$ cat src/rtl/stat_frame_loader_if.sv
// Bus bundle between the sample source, stat_frame_loader, stat_calculator and the result consumer.
// master = the loader itself, slave = its environment.
interface stat_frame_loader_if;
  logic        in_valid;
  logic [3:0]  in_data;
  logic        in_ready;
  logic [15:0] nums_out;
  logic [3:0]  op_out;
  logic [7:0]  calc_result;
  logic        res_valid;
  logic [7:0]  res_data;
  logic [3:0]  res_op;
  logic        res_ready;
  logic        frame_done;

  modport master (
    input  in_valid, in_data, calc_result, res_ready,
    output in_ready, nums_out, op_out, res_valid, res_data, res_op, frame_done
  );

  modport slave (
    output in_valid, in_data, calc_result, res_ready,
    input  in_ready, nums_out, op_out, res_valid, res_data, res_op, frame_done
  );
endinterface

$ cat src/rtl/stat_frame_loader.sv
// Streaming front-end for stat_calculator: loads a 4-sample frame, steps four ops, streams results.
// Define STAT_LOADER_OVERLAP_EN to collect the next frame in a shadow buffer during evaluation.
module stat_frame_loader #(
  parameter logic [3:0]  OP_IDLE       = 4'b0000,
  parameter logic [3:0]  OP_SEQ0       = 4'b1000,
  parameter logic [3:0]  OP_SEQ1       = 4'b1100,
  parameter logic [3:0]  OP_SEQ2       = 4'b1010,
  parameter logic [3:0]  OP_SEQ3       = 4'b1111,
  parameter int unsigned SETTLE_CYCLES = 1
) (
  input logic                 clk,
  input logic                 rst,
  stat_frame_loader_if.master bus
);

  typedef enum logic [1:0] {FILL, EVAL, OUT} state_e;

  localparam logic [3:0] SETTLE_LOAD = 4'(SETTLE_CYCLES - 1);

  state_e      state_q, state_d;
  logic [1:0]  k_q, k_d;
  logic [3:0]  settle_q, settle_d;
  logic [15:0] nums_q, nums_d;
  logic        res_valid_q, res_valid_d;
  logic [7:0]  res_data_q, res_data_d;
  logic [3:0]  res_op_q, res_op_d;
  logic        frame_done_q, frame_done_d;
  logic [3:0]  op_seq;
  logic        in_ready;
  logic        accept;
  logic        load_frame;

`ifdef STAT_LOADER_OVERLAP_EN
  logic [15:0] sh_q, sh_d;
  logic [2:0]  sh_cnt_q, sh_cnt_d;

  always_comb in_ready = !rst && (sh_cnt_q != 3'd4);
`else
  logic [1:0]  cnt_q, cnt_d;

  always_comb in_ready = !rst && (state_q == FILL);
`endif

  always_comb begin
    case (k_q)
      2'd0:    op_seq = OP_SEQ0;
      2'd1:    op_seq = OP_SEQ1;
      2'd2:    op_seq = OP_SEQ2;
      default: op_seq = OP_SEQ3;
    endcase
  end

  always_comb begin
    accept       = bus.in_valid && in_ready;
    state_d      = state_q;
    k_d          = k_q;
    settle_d     = settle_q;
    nums_d       = nums_q;
    res_valid_d  = res_valid_q;
    res_data_d   = res_data_q;
    res_op_d     = res_op_q;
    frame_done_d = 1'b0;

`ifdef STAT_LOADER_OVERLAP_EN
    // A shadow that becomes full on this edge loads immediately, so latency matches the direct-fill build.
    sh_d     = sh_q;
    sh_cnt_d = sh_cnt_q;
    if (accept) begin
      sh_d[{~sh_cnt_q[1:0], 2'b00} +: 4] = bus.in_data;
      sh_cnt_d = sh_cnt_q + 3'd1;
    end
    load_frame = (state_q == FILL) && (sh_cnt_d == 3'd4);
    if (load_frame) begin
      nums_d   = sh_d;
      sh_cnt_d = '0;
    end
`else
    cnt_d      = cnt_q;
    load_frame = 1'b0;
    if (accept) begin
      nums_d[{~cnt_q, 2'b00} +: 4] = bus.in_data;
      cnt_d      = cnt_q + 2'd1;
      load_frame = (cnt_q == 2'd3);
    end
`endif

    case (state_q)
      FILL: begin
        if (load_frame) begin
          state_d  = EVAL;
          k_d      = '0;
          settle_d = SETTLE_LOAD;
        end
      end
      EVAL: begin
        if (settle_q == '0) begin
          res_data_d  = bus.calc_result;
          res_op_d    = op_seq;
          res_valid_d = 1'b1;
          state_d     = OUT;
        end else begin
          settle_d = settle_q - 4'd1;
        end
      end
      OUT: begin
        if (res_valid_q && bus.res_ready) begin
          res_valid_d = 1'b0;
          if (k_q == 2'd3) begin
            frame_done_d = 1'b1;
            k_d          = '0;
            state_d      = FILL;
          end else begin
            k_d      = k_q + 2'd1;
            settle_d = SETTLE_LOAD;
            state_d  = EVAL;
          end
        end
      end
      default: state_d = FILL;
    endcase
  end

  always_ff @(posedge clk) begin
    if (rst) begin
      state_q      <= FILL;
      k_q          <= '0;
      settle_q     <= '0;
      nums_q       <= '0;
      res_valid_q  <= 1'b0;
      res_data_q   <= '0;
      res_op_q     <= '0;
      frame_done_q <= 1'b0;
`ifdef STAT_LOADER_OVERLAP_EN
      sh_q         <= '0;
      sh_cnt_q     <= '0;
`else
      cnt_q        <= '0;
`endif
    end else begin
      state_q      <= state_d;
      k_q          <= k_d;
      settle_q     <= settle_d;
      nums_q       <= nums_d;
      res_valid_q  <= res_valid_d;
      res_data_q   <= res_data_d;
      res_op_q     <= res_op_d;
      frame_done_q <= frame_done_d;
`ifdef STAT_LOADER_OVERLAP_EN
      sh_q         <= sh_d;
      sh_cnt_q     <= sh_cnt_d;
`else
      cnt_q        <= cnt_d;
`endif
    end
  end

  always_comb begin
    bus.in_ready   = in_ready;
    bus.nums_out   = nums_q;
    bus.op_out     = (state_q == FILL) ? OP_IDLE : op_seq;
    bus.res_valid  = res_valid_q;
    bus.res_data   = res_data_q;
    bus.res_op     = res_op_q;
    bus.frame_done = frame_done_q;
  end

endmodule
$ cat src/flat_wrapper.sv
// flat-port wrapper written by rule: the top's interface ports become plain ports
module stat_frame_loader_flat 
#(
  parameter logic [3:0]  OP_IDLE       = 4'b0000,
  parameter logic [3:0]  OP_SEQ0       = 4'b1000,
  parameter logic [3:0]  OP_SEQ1       = 4'b1100,
  parameter logic [3:0]  OP_SEQ2       = 4'b1010,
  parameter logic [3:0]  OP_SEQ3       = 4'b1111,
  parameter int unsigned SETTLE_CYCLES = 1
)
  (clk, rst, bus_in_valid, bus_in_data, bus_calc_result, bus_res_ready, bus_in_ready, bus_nums_out, bus_op_out, bus_res_valid, bus_res_data, bus_res_op, bus_frame_done);
  stat_frame_loader_if bus_i ();
  input logic clk;
  input logic rst;
  input wire logic [$bits(bus_i.in_valid)-1:0] bus_in_valid;
  input wire logic [$bits(bus_i.in_data)-1:0] bus_in_data;
  input wire logic [$bits(bus_i.calc_result)-1:0] bus_calc_result;
  input wire logic [$bits(bus_i.res_ready)-1:0] bus_res_ready;
  output wire logic [$bits(bus_i.in_ready)-1:0] bus_in_ready;
  output wire logic [$bits(bus_i.nums_out)-1:0] bus_nums_out;
  output wire logic [$bits(bus_i.op_out)-1:0] bus_op_out;
  output wire logic [$bits(bus_i.res_valid)-1:0] bus_res_valid;
  output wire logic [$bits(bus_i.res_data)-1:0] bus_res_data;
  output wire logic [$bits(bus_i.res_op)-1:0] bus_res_op;
  output wire logic [$bits(bus_i.frame_done)-1:0] bus_frame_done;
  assign bus_i.in_valid = bus_in_valid;
  assign bus_i.in_data = bus_in_data;
  assign bus_i.calc_result = bus_calc_result;
  assign bus_i.res_ready = bus_res_ready;
  assign bus_in_ready = bus_i.in_ready;
  assign bus_nums_out = bus_i.nums_out;
  assign bus_op_out = bus_i.op_out;
  assign bus_res_valid = bus_i.res_valid;
  assign bus_res_data = bus_i.res_data;
  assign bus_res_op = bus_i.res_op;
  assign bus_frame_done = bus_i.frame_done;
  stat_frame_loader #(.OP_IDLE(OP_IDLE), .OP_SEQ0(OP_SEQ0), .OP_SEQ1(OP_SEQ1), .OP_SEQ2(OP_SEQ2), .OP_SEQ3(OP_SEQ3), .SETTLE_CYCLES(SETTLE_CYCLES)) u_core (.clk(clk), .rst(rst), .bus(bus_i));
endmodule
$ cat config.mk
export PLATFORM = sky130hd
export DESIGN_NAME = stat_frame_loader_flat
export DESIGN_NICKNAME = d
export VERILOG_FILES = /design/src/rtl/stat_frame_loader_if.sv /design/src/rtl/stat_frame_loader.sv /design/src/flat_wrapper.sv
export SDC_FILE = /design/constraint.sdc
export NUM_CORES = 1
export LEC_CHECK = 0
export ABC_CLOCK_PERIOD_IN_PS = 4950
export CORE_MARGIN = 2
export CORE_UTILIZATION = 53
export CTS_BUF_LIST = sky130_fd_sc_hd__clkbuf_8
export DETAILED_ROUTE_END_ITERATION = 7
export PLACE_DENSITY = 0.87
export SYNTH_ARGS = -nofsm -noshare
export SYNTH_HDL_FRONTEND = slang
export SYNTH_SLANG_ARGS = --single-unit
$ cat constraint.sdc
create_clock -name clk -period 4.95 [get_ports clk]
set_clock_uncertainty 0.05 [all_clocks]
set_input_delay 0.7425 -clock clk [delete_from_list [all_inputs] [get_ports clk]]
set_output_delay 0.7425 -clock clk [all_outputs]
set_load 0.02 [all_outputs]
==> results of run 1 <==
[stage by stage]
| step | setup slack, ps | hold WS, ps | instances |
|---|---|---|---|
| finish | 2197 | 401.3 | 322 |
| global route | 2077 | 421.6 | 322 |
| CTS | 2190 | 402.3 | 322 |
| detailed placement | 2169 | 392.6 | 314 |
| global placement | 2199 | 391.1 | 314 |
| floorplan | 2774 | 412.6 | 229 |
[worst min-delay path by stage]
stage / slack, ps / endpoint / cells after the start
after detailed placement: 390 / u_core.bus.nums_out[6] / 2
final: 400 / u_core.bus.nums_out[6] / 2
after CTS: 400 / u_core.bus.nums_out[6] / 2
after global placement: 390 / u_core.bus.res_data[0] / 2
after global routing: 420 / u_core.bus.nums_out[0] / 2
after floorplan: 410 / u_core.settle_q[1] / 2
[per-layer routing]
metal | part of all wire | vias up | routed length, µm
met3 | 0.073 | 6 | 289
li1 | - | 867 | -
met4 | 0.012 | 0 | 49
met1 | 0.43 | 758 | 1701
met2 | 0.49 | 66 | 1946
met5 | 0 | - | 0
[power by group]
part	switching (mW)	internal [mW]
Combinational	0.213	0.152
Clock	0.107	0.148
Sequential	0.0299	0.361
Total	0.351	0.660
[placed cells by master, fill, tap and decap left out, types with 2 or more instances in the layout]
cell,count
a211oi_1,2
a21oi_1,34
a31oi_1,2
and2_1,4
clkbuf_8,5
clkdlybuf4s50_1,50
dfxtp_1,40
ha_1,14
inv_1,11
nand2_1,46
nand3_1,17
nand3b_1,5
nor2_1,14
nor3_1,4
nor3b_1,3
o21ai_0,8
or4_1,2
or4b_1,2
[layout make-up]
class	count	area [µm²]	area share
Tap cell	46	57.56	0.02339
Clock buffer	5	68.82	0.02796
Multi-Input combinational cell	167	949.7	0.3859
Sequential cell	40	800.8	0.3254
Inverter	10	37.54	0.01525
Clock inverter	3	38.79	0.01576
Timing Repair Buffer	51	508.0	0.2064
[registers in the layout (all words and copies together) (netlist names)]
signal and flops:
u_core.bus.nums_out 16, u_core.bus.res_data 8, u_core.bus.res_op 4, u_core.settle_q 4, u_core.cnt_q 2, u_core.k_q 2
u_core.state_q 2, u_core.bus.frame_done 1, u_core.bus.res_valid 1
[cells by family (layout without fill, tap and decap cells)]
family | after synthesis | count (layout) | share of synthesized area
buf+inv | 22 | 69 | 0.04765
compound gates | 48 | 48 | 0.1382
simple gates | 104 | 104 | 0.2784
xor+xnor | 1 | 1 | 0.004766
fa+ha+maj | 14 | 14 | 0.09530
flops | 40 | 40 | 0.4357
[tightest hold or removal path: cells and delay by family (launching register included)]
| family | cells | cell delay [ps] |
|---|---|---|
| flip-flops | 1 | 310 |
| AO/OA/AOI/OAI | 1 | 50 |
| AND/OR/NAND/NOR | 1 | 50 |
==> run metrics, run 1 <==
Syn Inst Count 229; global route overflow 0; Max rail drop VDD 304.8 µV; routed len/inst 12.38 µm; crit path launch type register; drt via density between 5 and 6; die height between 60 and 70 µm; post-CTS setup buffers 0; DP HPWL between 2000 and 3000 µm; Ys Warns 0; Die W approximately 63 µm; final cycle utilization of the critical path 0.5561; Hold Buf Count CTS 0; Period minus WS final 2753 ps; RSZ-0062 raised after global routing no; Cell Rows 21; setup TNS 0 ps; slowest stage delay, CP 600 ps; Area contributors post-synth dfxtp_1 (44%), ha_1 (9.5%), nand2_1 (9.4%); fin. max-slew vios 0; CTS tree yes; H-tree Lvls 2; CP Capture Point bus_in_ready; RR Endpoint u_core.settle_q[2]; drt initial violations between 90 and 100; asr flop ratio synth 0; Post-synth top cells nand2_1 (46), dfxtp_1 (40), a21oi_1 (34), nand3_1 (17); TritonCTS Buffers 5; reg2reg path depth 6; post-synth top area cell dfxtp_1; final setup fails 0; hold_sp u_core.bus.nums_out[6]; dpl cell area 0.002354 mm²; Post-Syn Area 0.001838 mm²; drt first pass iters 4; Synth cell types 29; Data required, critical path 4160 ps; R2R Setup Slk 2650 ps; GR Util All Layers 0.2174; CP Depth 5; Post-route DRC 0; PortBufs 50; relative slew slack 0.6940; die area 0.003955 mm²; #FFs+latches synth 40; core footprint about 0.0033 mm²; Initial Utilization 0.5508; initial antenna violation count 0; first-pass GRT wire length 6982 µm; Post-synth EDFFs 0; FILL cells 271; Placer Congestion 0.7988; Worst Path Buf+Inv 3; met3 usage in global routing 0.05766; most numerous cell on the critical path inv_1; Mean Syn Cell Area 8.026 µm²; fmax 0.3633 GHz; layout cell share with drive strength beyond 1 0.03623; Clock Tree Buf Depth 2; WS Path Type register to output port; final number of hold-violating endpoints 0; critical path's top delay family buffers and inverters; Layout area overhead 33.90%; fin nets 305; Layout Utilization 0.7375; CP arrival about 2000 ps; post_cts resized 0; max_cap viols 0; status finished, final reports clean; Worst-Skew Late Latency 280 ps; count leader, synth nand2_1; sequential fraction of the synthesis area 0.4357; crit path cell chain inv_1 -> ha_1 -> inv_1 -> nor2_1 -> clkdlybuf4s50_1; Clk pin slew, worst setup/hold paths 70 ps; grt met1 use 0.2511; vias in the first global route between 1500 and 2000; clk root buf clkbuf_8; I/O pin total 51; CP max FO 11; diode count 0; PD cells 410.6 mW/mm²; clk sinks 40; met2 GRT Util 0.3870; vias 1697; critical path's slowest cell clkdlybuf4s50_1; crit path capture type output port; GR peak layer met2; Pwr Total 1.011 mW; overall routed net length 3985 µm; LEAKAGE 0.8707 nW; post-route ant nets 0; fin area approximately 0.0025 mm²; Yosys top cell area share 0.4357; top_reg_cell synth dfxtp_1; Hold WC Path Type register to register; Worst Tran Pin Value around 460 ps; largest net degree at the start of global routing 43; reg2reg start u_core.state_q[1]; Critical Path Start u_core.state_q[0]; syn nets 259
(Power assumes the default switching activity.)
==> run 2: changes to the inputs <==
Settings changed: ABC_CLOCK_PERIOD_IN_PS 4950 to 2700, CORE_UTILIZATION 53 to 49, PLACE_DENSITY 0.87 to 0.81.
Clock period 4.95 ns to 2.7 ns, I/O delays scaled along.
==> run 2 against run 1 <==
Compared with the run above: clock-buffer cell count stayed put; die area is 7.6% higher; flip-flop and latch count unchanged; clock power is 55% higher; cell count grew 0.93%; register-to-register slack got worse by 2300 ps; utilization fell by 6.3 points; worst setup slack got worse by 1900 ps; non-clock buffer count up 1; sequential power increased by 84%; first-iteration DRC count decreased by 16%; critical endpoint unchanged.
==> run metrics, run 2 (synthesis gave the netlist of run 1 again) <==
Layout Utilization 0.6746 (-0.06295); TritonCTS Buffers 5 (unchanged); RSZ-0062 raised after global routing no; Worst Path Buf+Inv 3 (unchanged); drt initial violations 81 (-16%); Hold Buf Count CTS 0 (unchanged); Clk pin slew, worst setup/hold paths 80 ps (about the same); Cell Rows 22 (+4.8%); most numerous cell on the critical path inv_1; FILL cells 334 (+23%); routed len/inst 12.45 µm (+0.62%); clk sinks 40 (unchanged); post_cts resized 0 (unchanged); final cycle utilization of the critical path 0.8838; Initial Utilization 0.5059 (-0.04495); final setup fails 0 (unchanged); max reg flops 16 (unchanged); DP HPWL 2971 µm (+1.5%); Clock Tree Buf Depth 2 (unchanged); I/O pin total 51 (unchanged); Post-route DRC 0 (unchanged); fin. max-slew vios 0 (unchanged); Die W 65.25 µm (+3.7%); footprint of the multi-input gates 949.7 µm² (unchanged); post-route ant nets 0 (unchanged); die height 65.25 µm (+3.7%); critical path's slowest cell clkdlybuf4s50_1; crit path launch type register; diode count 0 (unchanged); PD cells 726.2 mW/mm² (+77%); Layout area overhead 33.36%; H-tree Lvls 2 (unchanged); Pwr Total 1.780 mW (+76%); LEAKAGE 0.8641 nW (-0.76%); PortBufs 50 (unchanged); core footprint 0.003633 mm² (+8.9%); fmax about 0.42 GHz; initial antenna violation count 0 (unchanged); first-pass GRT wire length 6582 µm (-5.7%); Placer Congestion 0.8677 (+8.6%); slowest stage delay, CP 610 ps (about the same); layout cell share with drive strength beyond 1 0.04332 (+0.007089); GR Util All Layers 0.1997 (-0.01765); post-CTS setup buffers 0 (unchanged); max_cap viols 0 (unchanged); relative slew slack 0.7007 (+0.006664); Sequential Area 800.8 µm² (unchanged); Worst-Skew Late Latency 290 ps (about the same); commonest non-fill, non-tap cell in the layout clkdlybuf4s50_1; die area 0.004257 mm² (+7.6%); most frequent cells in the layout clkdlybuf4s50_1 (50), nand2_1 (46), dfxtp_1 (40), a21oi_1 (34), nand3_1 (17); drt first pass iters 5 (+1); status finished, final reports clean; crit path cell chain inv_1 -> ha_1 -> inv_1 -> nor2_1 -> clkdlybuf4s50_1; fin nets 306 (+0.33%); Data required, critical path 2250 ps (-1910 ps); vias 1698 (+0.059%); CP max FO 11 (unchanged); clk root buf clkbuf_8; drt via density 5.225 (-0.86%); overall routed net length 4047 µm (+1.6%); Max rail drop VDD 582.4 µV (+91%); crit path capture type output port; vias in the first global route 1519 (-1.9%); global route overflow 0 (unchanged); CTS tree yes; critical path's top delay family buffers and inverters; Worst Tran Pin Value 448.0 ps (-9.974 ps); WS Path Type register to output port; Hold WC Path Type register to register; CP arrival 1930 ps (-30 ps); setup TNS 0 ps (unchanged); largest net degree at the start of global routing 34 (-21%); Period minus WS final 2386 ps; final number of hold-violating endpoints 0 (unchanged)
-- run 2: cell type report --
cell class,instances,area share
Clock buffer,5,0.02808
Clock inverter,3,0.007657
Inverter,10,0.01531
Multi-Input combinational cell,167,0.3874
Sequential cell,40,0.3267
Tap cell,48,0.02450
Timing Repair Buffer,52,0.2103
-- run 2: layer usage --
metal,wire length (µm),global-route usage
met1,1862,0.2333
met2,1903,0.3533
met4,72,0.08594
met5,0,0
met3,209,0.03938
-- run 2: path summary, 6_finish.rpt --
kind	cells past startpoint	slack, ps	to	startpoint
worst max-delay path	5	310	bus_in_ready	u_core.state_q[0]
worst min-delay path	2	400	u_core.bus.nums_out[3]	u_core.bus.nums_out[3]
worst max register to register	6	350	u_core.settle_q[1]	u_core.state_q[1]
worst min register to register	2	400	u_core.bus.nums_out[3]	u_core.bus.nums_out[3]
-- run 2: worst min-delay path, stage by stage (launching register included) --
cell     delay [ps]
dfxtp_1         310
nand2_1          50
a21oi_1          50
-- run 2: per-stage QoR --
| step | setup WS, ps | hold slack, ps | area (µm²) | std cells |
|---|---|---|---|---|
| floorplan | 564.9 | 412.6 | 1838 | 229 |
| global placement | 502.3 | 388.7 | 2364 | 317 |
| detailed placement | 404.0 | 394.8 | 2364 | 317 |
| CTS | 301.1 | 406.0 | 2451 | 325 |
| global route | 149.5 | 423.6 | 2451 | 325 |
| finish | 313.7 | 400.6 | 2451 | 325 |
-- run 2: where the power goes --
group	switching [mW]	internal [mW]	leakage [nW]
Clock	0.215	0.180	0.0479
Sequential	0.0573	0.661	0.324
Combinational	0.387	0.279	0.492
